<file path="src/rtl/data_mem_ctrl.sv">
// ============================================================================
// Module   : data_mem_ctrl
// Purpose  : Multi-cycle data-memory controller between the core data port
//            and an external synchronous SRAM; stalls the core while in flight.
//            Optional MMIO window enabled by defining DMEM_MMIO_EN.
// Revision : 1.0  initial release
// ============================================================================
`default_nettype none

module data_mem_ctrl #(
    parameter int WAIT_CYCLES = 2,
    parameter int ADDR_W      = 10
) (
    input  logic              clk,
    input  logic              reset,
    input  logic              MemWrite,
    input  logic              MemRead,
    input  logic [31:0]       Addr,
    input  logic [31:0]       WriteData,
    output logic [31:0]       ReadData,
    output logic              Stall,
    output logic              AlignErr,
    output logic              sram_cs,
    output logic              sram_we,
    output logic [ADDR_W-1:0] sram_addr,
    output logic [31:0]       sram_wdata,
    input  logic [31:0]       sram_rdata
`ifdef DMEM_MMIO_EN
    ,
    output logic [7:0]        led_out,
    input  logic [7:0]        sw_in
`endif
);

    localparam logic [1:0] c_idle   = 2'd0;
    localparam logic [1:0] c_access = 2'd1;
    localparam logic [1:0] c_done   = 2'd2;
    localparam logic [3:0] c_wait   = 4'(WAIT_CYCLES);

    logic [1:0]  r_state;
    logic [3:0]  r_cnt;
    logic [31:0] r_rdata;
    logic        r_wr;

    logic        w_req;
    logic        w_aligned;
    logic        w_mmio;
    logic        w_start;
    logic [31:0] w_mmio_rdata;
    logic        w_unused_addr;

    assign w_req     = MemWrite | MemRead;
    assign w_aligned = (Addr[1:0] == 2'b00);

    // Upper address bits alias away: the SRAM only sees the word index.
    assign w_unused_addr = &{1'b0, Addr[31:ADDR_W+2]};

`ifdef DMEM_MMIO_EN
    assign w_mmio = (Addr[31:8] == 24'hFF_FFFF);
    always_comb begin
        w_mmio_rdata = 32'd0;
        if (Addr[7:0] == 8'h00)
            w_mmio_rdata = {24'd0, led_out};
        else if (Addr[7:0] == 8'h04)
            w_mmio_rdata = {24'd0, sw_in};
    end
`else
    assign w_mmio       = 1'b0;
    assign w_mmio_rdata = 32'd0;
`endif

    assign w_start = (r_state == c_idle) && w_req && w_aligned && !w_mmio;
    assign Stall   = w_start || (r_state == c_access);

    always_comb begin
        ReadData = 32'd0;
        if (r_state == c_done && !r_wr)
            ReadData = r_rdata;
        else if (r_state == c_idle && w_mmio && w_aligned && MemRead && !MemWrite)
            ReadData = w_mmio_rdata;
    end

    always_ff @(posedge clk or posedge reset) begin
        if (reset) begin
            r_state    <= c_idle;
            r_cnt      <= 4'd0;
            r_rdata    <= 32'd0;
            r_wr       <= 1'b0;
            AlignErr   <= 1'b0;
            sram_cs    <= 1'b0;
            sram_we    <= 1'b0;
            sram_addr  <= '0;
            sram_wdata <= 32'd0;
`ifdef DMEM_MMIO_EN
            led_out    <= 8'd0;
`endif
        end else begin
            case (r_state)
                c_idle: begin
                    if (w_req && !w_aligned) begin
                        AlignErr <= 1'b1;
                    end else if (w_req && w_mmio) begin
`ifdef DMEM_MMIO_EN
                        if (MemWrite && Addr[7:0] == 8'h00)
                            led_out <= WriteData[7:0];
`endif
                    end else if (w_start) begin
                        sram_cs    <= 1'b1;
                        sram_we    <= MemWrite;
                        sram_addr  <= Addr[ADDR_W+1:2];
                        sram_wdata <= WriteData;
                        r_wr       <= MemWrite;
                        r_cnt      <= c_wait;
                        r_state    <= c_access;
                    end
                end
                c_access: begin
                    if (r_cnt != 4'd0) begin
                        r_cnt <= r_cnt - 4'd1;
                    end else begin
                        if (!sram_we)
                            r_rdata <= sram_rdata;
                        sram_cs <= 1'b0;
                        sram_we <= 1'b0;
                        r_state <= c_done;
                    end
                end
                c_done:  r_state <= c_idle;
                default: r_state <= c_idle;
            endcase
        end
    end

endmodule

`default_nettype wire

</file>
<file path="config.mk">
export PLATFORM = sky130hd
export DESIGN_NAME = data_mem_ctrl
export DESIGN_NICKNAME = d
export VERILOG_FILES = /design/src/rtl/data_mem_ctrl.sv
export SDC_FILE = /design/constraint.sdc
export NUM_CORES = 1
export LEC_CHECK = 0
export ABC_AREA = 0
export CAP_MARGIN = 15
export CORE_MARGIN = 2
export CORE_UTILIZATION = 25
export DETAILED_ROUTE_END_ITERATION = 12
export PLACE_DENSITY_LB_ADDON = 0.08
export SYNTH_ARGS = -nofsm -noshare
export SYNTH_HDL_FRONTEND = slang
export SYNTH_SLANG_ARGS = --single-unit
</file>
<file path="constraint.sdc">
create_clock -name clk -period 4.6 [get_ports clk]
set_clock_uncertainty 0.05 [all_clocks]
set_input_delay 0.92 -clock clk [delete_from_list [all_inputs] [get_ports clk]]
set_output_delay 0.92 -clock clk [all_outputs]
set_load 0.02 [all_outputs]
</file>
==> results of run 1 <==
layout by cell type, fill, tap and decap left out, drive strengths merged, types with 2 or more instances in the layout:
cell,instances
clkdlybuf4s50,157
dfrtp,84
mux2,75
and2,32
clkbuf,11
buf,5
clkinv,4
nor2,3
inv,3
o21ai,3
o21a,3
or2,2
nand3,2
a31oi,2
a21oi,2
ha,2
bufinv,2
nor3,2
nor3b,2
worst max-delay path, delay by kind of cell:
kind,cells,cell delay [ns]
and+or+nand+nor,1,0.27
buffers and inverters,2,1.06
AOI/OAI and AO/OA,1,0.38
logic make-up (layout without fill, tap and decap cells):
family                     count (synthesis)  after routing  synth area share [%]
DFF                                       84             84                  57.3
muxes                                     76             76                  27.2
and+or+nand+nor                           48             48                  8.25
buffers and inverters                     17            182                  4.36
AOI/OAI and AO/OA                         13             13                  2.28
adders and majority gates                  2              2                 0.682
per-layer routing:
| layer | wire length (um) | vias up | track usage (%) |
|---|---|---|---|
| met5 | 0 | - | 0 |
| li1 | - | 1146 | - |
| met3 | 675 | 11 | 3.98 |
| met1 | 3880 | 1127 | 14.1 |
| met4 | 170 | 0 | 5.49 |
| met2 | 3400 | 102 | 14.9 |
final cells by class:
type                       instances  area [um^2]
multi-input combinational        139         1420
timing repair buffer             162         1610
clock inverter                     5         75.1
fill                            1402         8730
tap                              184          230
sequential                        84         2100
clock buffer                      11          243
inverter                           4         16.3
synth_stat cells (2+ instances only):
master	number
sky130_fd_sc_hd__mux2_2	32
sky130_fd_sc_hd__o21ai_0	3
sky130_fd_sc_hd__and2_1	32
sky130_fd_sc_hd__or2_1	2
sky130_fd_sc_hd__o21a_1	3
sky130_fd_sc_hd__buf_12	4
sky130_fd_sc_hd__mux2_4	38
sky130_fd_sc_hd__nor3b_1	2
sky130_fd_sc_hd__ha_1	2
sky130_fd_sc_hd__buf_6	4
sky130_fd_sc_hd__nand3_1	2
sky130_fd_sc_hd__mux2_1	5
sky130_fd_sc_hd__dfrtp_1	84
sky130_fd_sc_hd__inv_1	4
sky130_fd_sc_hd__nor2_1	3
sky130_fd_sc_hd__a31oi_1	2
sky130_fd_sc_hd__clkbuf_1	4
sky130_fd_sc_hd__a21oi_1	2
final timing paths:
kind | from | end | slack [ns] | depth (start not counted)
max | Addr[1] | Stall | 1.0 | 4
min | AlignErr | AlignErr | 0.41 | 1
max reg2reg | r_cnt[0] | r_rdata[4] | 2.32 | 6
min reg2reg | AlignErr | AlignErr | 0.41 | 1
max in group asynchronous | reset | sram_wdata[21] | 2.84 | 3
min in group asynchronous | reset | sram_wdata[10] | 0.86 | 2
metrics by stage:
step	util [%]	std cells
after floorplan	-	240
after global placement	37.2	573
after detailed placement	37.2	573
after CTS	39.5	589
after global routing	39.5	589
final	39.5	589
registers in the layout, summed over array words and instances (netlist names):
name        cells
AlignErr        1
r_cnt           4
r_rdata        32
r_state         2
r_wr            1
sram_addr      10
sram_cs         1
sram_wdata     32
sram_we         1
report_power, final:
group	internal [mW]	switching (mW)
registers	1.10	0.182
logic	0.838	0.597
clock network	0.488	0.287
==> reports/qor.yml, run 1 <==
placement:
  postPlaceCellArea_um2: 5370
  detailed_place_hpwl_mm: 5.58
  rd_place_congestion: 0.667
  port-buffer-count: 157
  dpl_worst_slack_ns: 0.984
clock_tree:
  cts-root-to-sink-buffers: 2
  clockRootBuffer: "sky130_fd_sc_hd__clkbuf_16"
  cts_resized: 0
  clkLatencyLatePin_ns: 0.33
  postCtsSetupRepairBufs: 0
  holdBufCountCts: 0
  path_clk_slew_ns: 0.06
  clock-sinks: 84
  cts_made_buffers: 9
  tritoncts_clock_tree: "done"
  clock_tree.htree_level_count: 3
hold_path:
  worst_hold_path_type: "register to register"
worst_setup_path:
  max_stage_delay_ns: 0.67
  timing.critical_path.fanout_max: 4
  worst_setup_path_start_kind: "primary input"
  critical_path_top_delay_cell: "sky130_fd_sc_hd__clkdlybuf4s50_1"
  setup.worst_path.class: "primary input to output pin"
  cp_data_arrival_time_ns: 2.63
  worstPathCellList: "clkdlybuf4s50_1 -> or2_1 -> o31ai_1 -> clkdlybuf4s50_1"
  critPathCaptureType: "output pin"
  worst-endpoint-required_ns: 3.63
  timing.critical_path.mode_cell: "sky130_fd_sc_hd__clkdlybuf4s50_1"
yosys:
  synthArstFlopShare_pct: 100
  postSynthRegisterBits: 84
  synth_top_flop_cell: "sky130_fd_sc_hd__dfrtp_1"
  synthesis.yosys.warnings: 0
  syn_inst: 240
  yosys-top-cells-area: "sky130_fd_sc_hd__dfrtp_1 57%, sky130_fd_sc_hd__mux2_4 16%, sky130_fd_sc_hd__mux2_2 9.8%"
  syn_nets: 342
  yosysTopAreaCellShare_pct: 57.3
  synth_cell_type_count: 30
  synth_sequential_area_ratio_pct: 57.3
  synth_area_per_cell_um2: 15.3
  netlist.top_cell.by_area: "sky130_fd_sc_hd__dfrtp_1"
  synthesis.area_um2: 3670
  synth_edf_count: 0
sta:
  setup_viol: 0
  timing.setup.tns_ns: 0
  fin_crit_sh_pct: 78.3
  max_slew_margin_pct: 47.1
  setup_slack_ns: 0.998
  setup_repair_after_global_routing_missed_its_margin: "no"
  clock.fmax_mhz: 278
  hold_violation_total_from_the_final_report: 0
  slew_at_the_pin_with_the_worst_max_slew_slack_ns: 0.794
  timing.hold.ws_ns: 0.407
  report.final.slew_viol_count: 0
  final_period_minus_worst_setup_slack_ns: 3.60
routing:
  drt-wirelength-per-cell_um: 13.8
  dr.pass1.iters: 4
  final_antenna_net_count: 0
  detail_route.wirelength_mm: 8.12
  vias_per_cell: 4.05
  dr.first_iter.drc_count: 81
  drc: 0
  via_count: 2386
grt:
  antenna_found_initial: 0
  global_route_total_overflow: 0
  first_global_vias: 2473
  globalRouteTotalUtil_pct: 10.6
  grt_first_pass_wirelength_mm: 13.0
  grt_start_max_net_pins: 45
die:
  std_cell_rows: 44
  initial_core_util_pct: 25.5
  chipHeight_um: 125
  fp.coreArea_um2: 14400
  floorplan.die.width_um: 125
  floorplan.die_area_um2: 15700
  io_pins: 178
layout:
  layout.cell_area.non_filler_um2: 5690
  antenna_cells: 0
  syn2layout_area_growth_pct: 55.0
  finish.net_count: 502
  layout-drive-gt1-share_pct: 23.2
pwr:
  design_power_total_mw: 3.49
  max-vdd-ir-drop_uv: 252
  cellPowerDensity_nw_per_um2: 613
  power.static_leakage_nw: 2.50
run_status:
  run_status: "completed"
flow_run:
  max_cap_viol_count: 0
No activity file was read; power rests on OpenSTA's default activity.
==> run 2, diff against run 1 <==
clock period = 3.4 ns   (was 4.6 ns; I/O delays follow)
==> run 2 against run 1 <==
Combinational power rose by 35%. Setup slack got worse by 0.72 ns. First-iteration DRC count fell by 49%. Register-to-register slack got worse by 1.2 ns. Global-route usage rose by 0.27 points. Largest cell class unchanged. Largest power group unchanged.
==> reports/qor.yml, run 2 (synthesis gave the netlist of run 1 again) <==
hold_path:
  worst_hold_path_type: "register to register"
  hold_path_cell_cnt: 1
  hp-start: "AlignErr"
  hold_end: "AlignErr"
routing:
  drt-wirelength-per-cell_um: 14.0
  dr.pass1.iters: 4
  dr.first_iter.drc_count: 41
  drc: 0
  vias_per_cell: 4.12
  via_count: 2423
  detail_route.wirelength_mm: 8.21
  final_antenna_net_count: 0
clock_tree:
  cts_made_buffers: 9
  clkLatencyLatePin_ns: 0.34
  clock-sinks: 84
  path_clk_slew_ns: 0.06
  clockRootBuffer: "sky130_fd_sc_hd__clkbuf_16"
  cts-root-to-sink-buffers: 2
  holdBufCountCts: 0
  cts_resized: 0
  postCtsSetupRepairBufs: 0
  tritoncts_clock_tree: "done"
  clock_tree.htree_level_count: 3
worst_setup_path:
  critPathCaptureType: "output pin"
  cp_data_arrival_time_ns: 2.39
  timing.critical_path.fanout_max: 4
  setup.worst_path.class: "primary input to output pin"
  worst_setup_path_start_kind: "primary input"
  timing.critical_path.from: "Addr[1]"
  r2r_setup_slk_ns: 1.10
  worst-endpoint-required_ns: 2.67
  depth_of_the_worst_register_to_register_path: 6
  critical_path.reg2reg.startpoint: "r_cnt[0]"
  worst_r2r_endpoint: "r_rdata[12]"
placement:
  port-buffer-count: 157
  rd_place_congestion: 0.676
  detailed_place_hpwl_mm: 5.48
  dpl_worst_slack_ns: 0.270
sta:
  setup_slack_ns: 0.277
  slew_at_the_pin_with_the_worst_max_slew_slack_ns: 0.786
  timing.setup.tns_ns: 0
  final_period_minus_worst_setup_slack_ns: 3.12
  hold_violation_total_from_the_final_report: 0
  setup_repair_after_global_routing_missed_its_margin: "no"
  fin_crit_sh_pct: 91.9
  max_slew_margin_pct: 47.6
  setup_viol: 0
  clock.fmax_mhz: 320
  report.final.slew_viol_count: 0
grt:
  antenna_found_initial: 0
  globalRouteTotalUtil_pct: 10.8
  grt_start_max_net_pins: 48
  first_global_vias: 2495
  grt_first_pass_wirelength_mm: 13.2
  global_route_total_overflow: 0
flow_run:
  max_cap_viol_count: 0
layout:
  final_core_util_pct: 39.2
  antenna_cells: 0
  finish.net_count: 501
  reg_top3: "r_rdata: 32 flops, sram_wdata: 32 flops, sram_addr: 10 flops"
  final_common_cell: "sky130_fd_sc_hd__clkdlybuf4s50_1"
  layout.cells.most_common_list: "157 x sky130_fd_sc_hd__clkdlybuf4s50_1, 84 x sky130_fd_sc_hd__dfrtp_1, 38 x sky130_fd_sc_hd__mux2_4"
  layout-drive-gt1-share_pct: 22.5
  syn2layout_area_growth_pct: 54.2
pwr:
  cellPowerDensity_nw_per_um2: 816
  power.static_leakage_nw: 2.48
  design_power_total_mw: 4.62
  max-vdd-ir-drop_uv: 311
die:
  floorplan.die.width_um: 125
  chipHeight_um: 125
  fp.coreArea_um2: 14400
  std_cell_rows: 44
  io_pins: 178
  initial_core_util_pct: 25.5
  floorplan.die_area_um2: 15700
run_status:
  run_status: "completed"
-- run 2: power by group --
group          switching [mW]  internal [mW]  leakage, nW
Clock                   0.381          0.555        0.140
Combinational           0.812           1.13         1.33
Sequential              0.250           1.49         1.01
-- run 2: metal layers --
layer	GRT usage (%)	vias to the layer above	wire (um)
met1	13.1	1166	3630
met4	6.08	0	192
met2	16.1	102	3610
li1	-	1144	-
met3	4.79	11	785
met5	0	-	0
-- run 2: worst max-delay path by stage --
stage / to / slack, ns
final: Stall / 0.28
after global routing: Stall / 0.15
after CTS: Stall / 0.27
after detailed placement: Stall / 0.27
after global placement: Stall / 0.29
after floorplan: AlignErr / 0.50
-- run 2: layout make-up --
class / instances / area [um^2]
flip-flops and latches: 84 / 2100
inverters: 4 / 16.3
repair buffers: 161 / 1610
fillers: 1405 / 8760
well taps: 184 / 230
multi-input cells: 139 / 1420
clock buffers: 15 / 278
clock inverters: 1 / 5.00
-- run 2: critical path, stage by stage --
cell and delay (ns):
sky130_fd_sc_hd__clkdlybuf4s50_1 0.39, sky130_fd_sc_hd__or2_1 0.27, sky130_fd_sc_hd__o31ai_1 0.38, sky130_fd_sc_hd__clkdlybuf4s50_1 0.68
-- run 2: through the flow --
step | hold slack [ns] | instances | cell area [um^2]
after floorplan | 0.399 | 240 | 3670
after global placement | 0.400 | 572 | 5380
after detailed placement | 0.397 | 572 | 5380
after CTS | 0.416 | 588 | 5660
after global routing | 0.427 | 588 | 5660
final | 0.409 | 588 | 5660
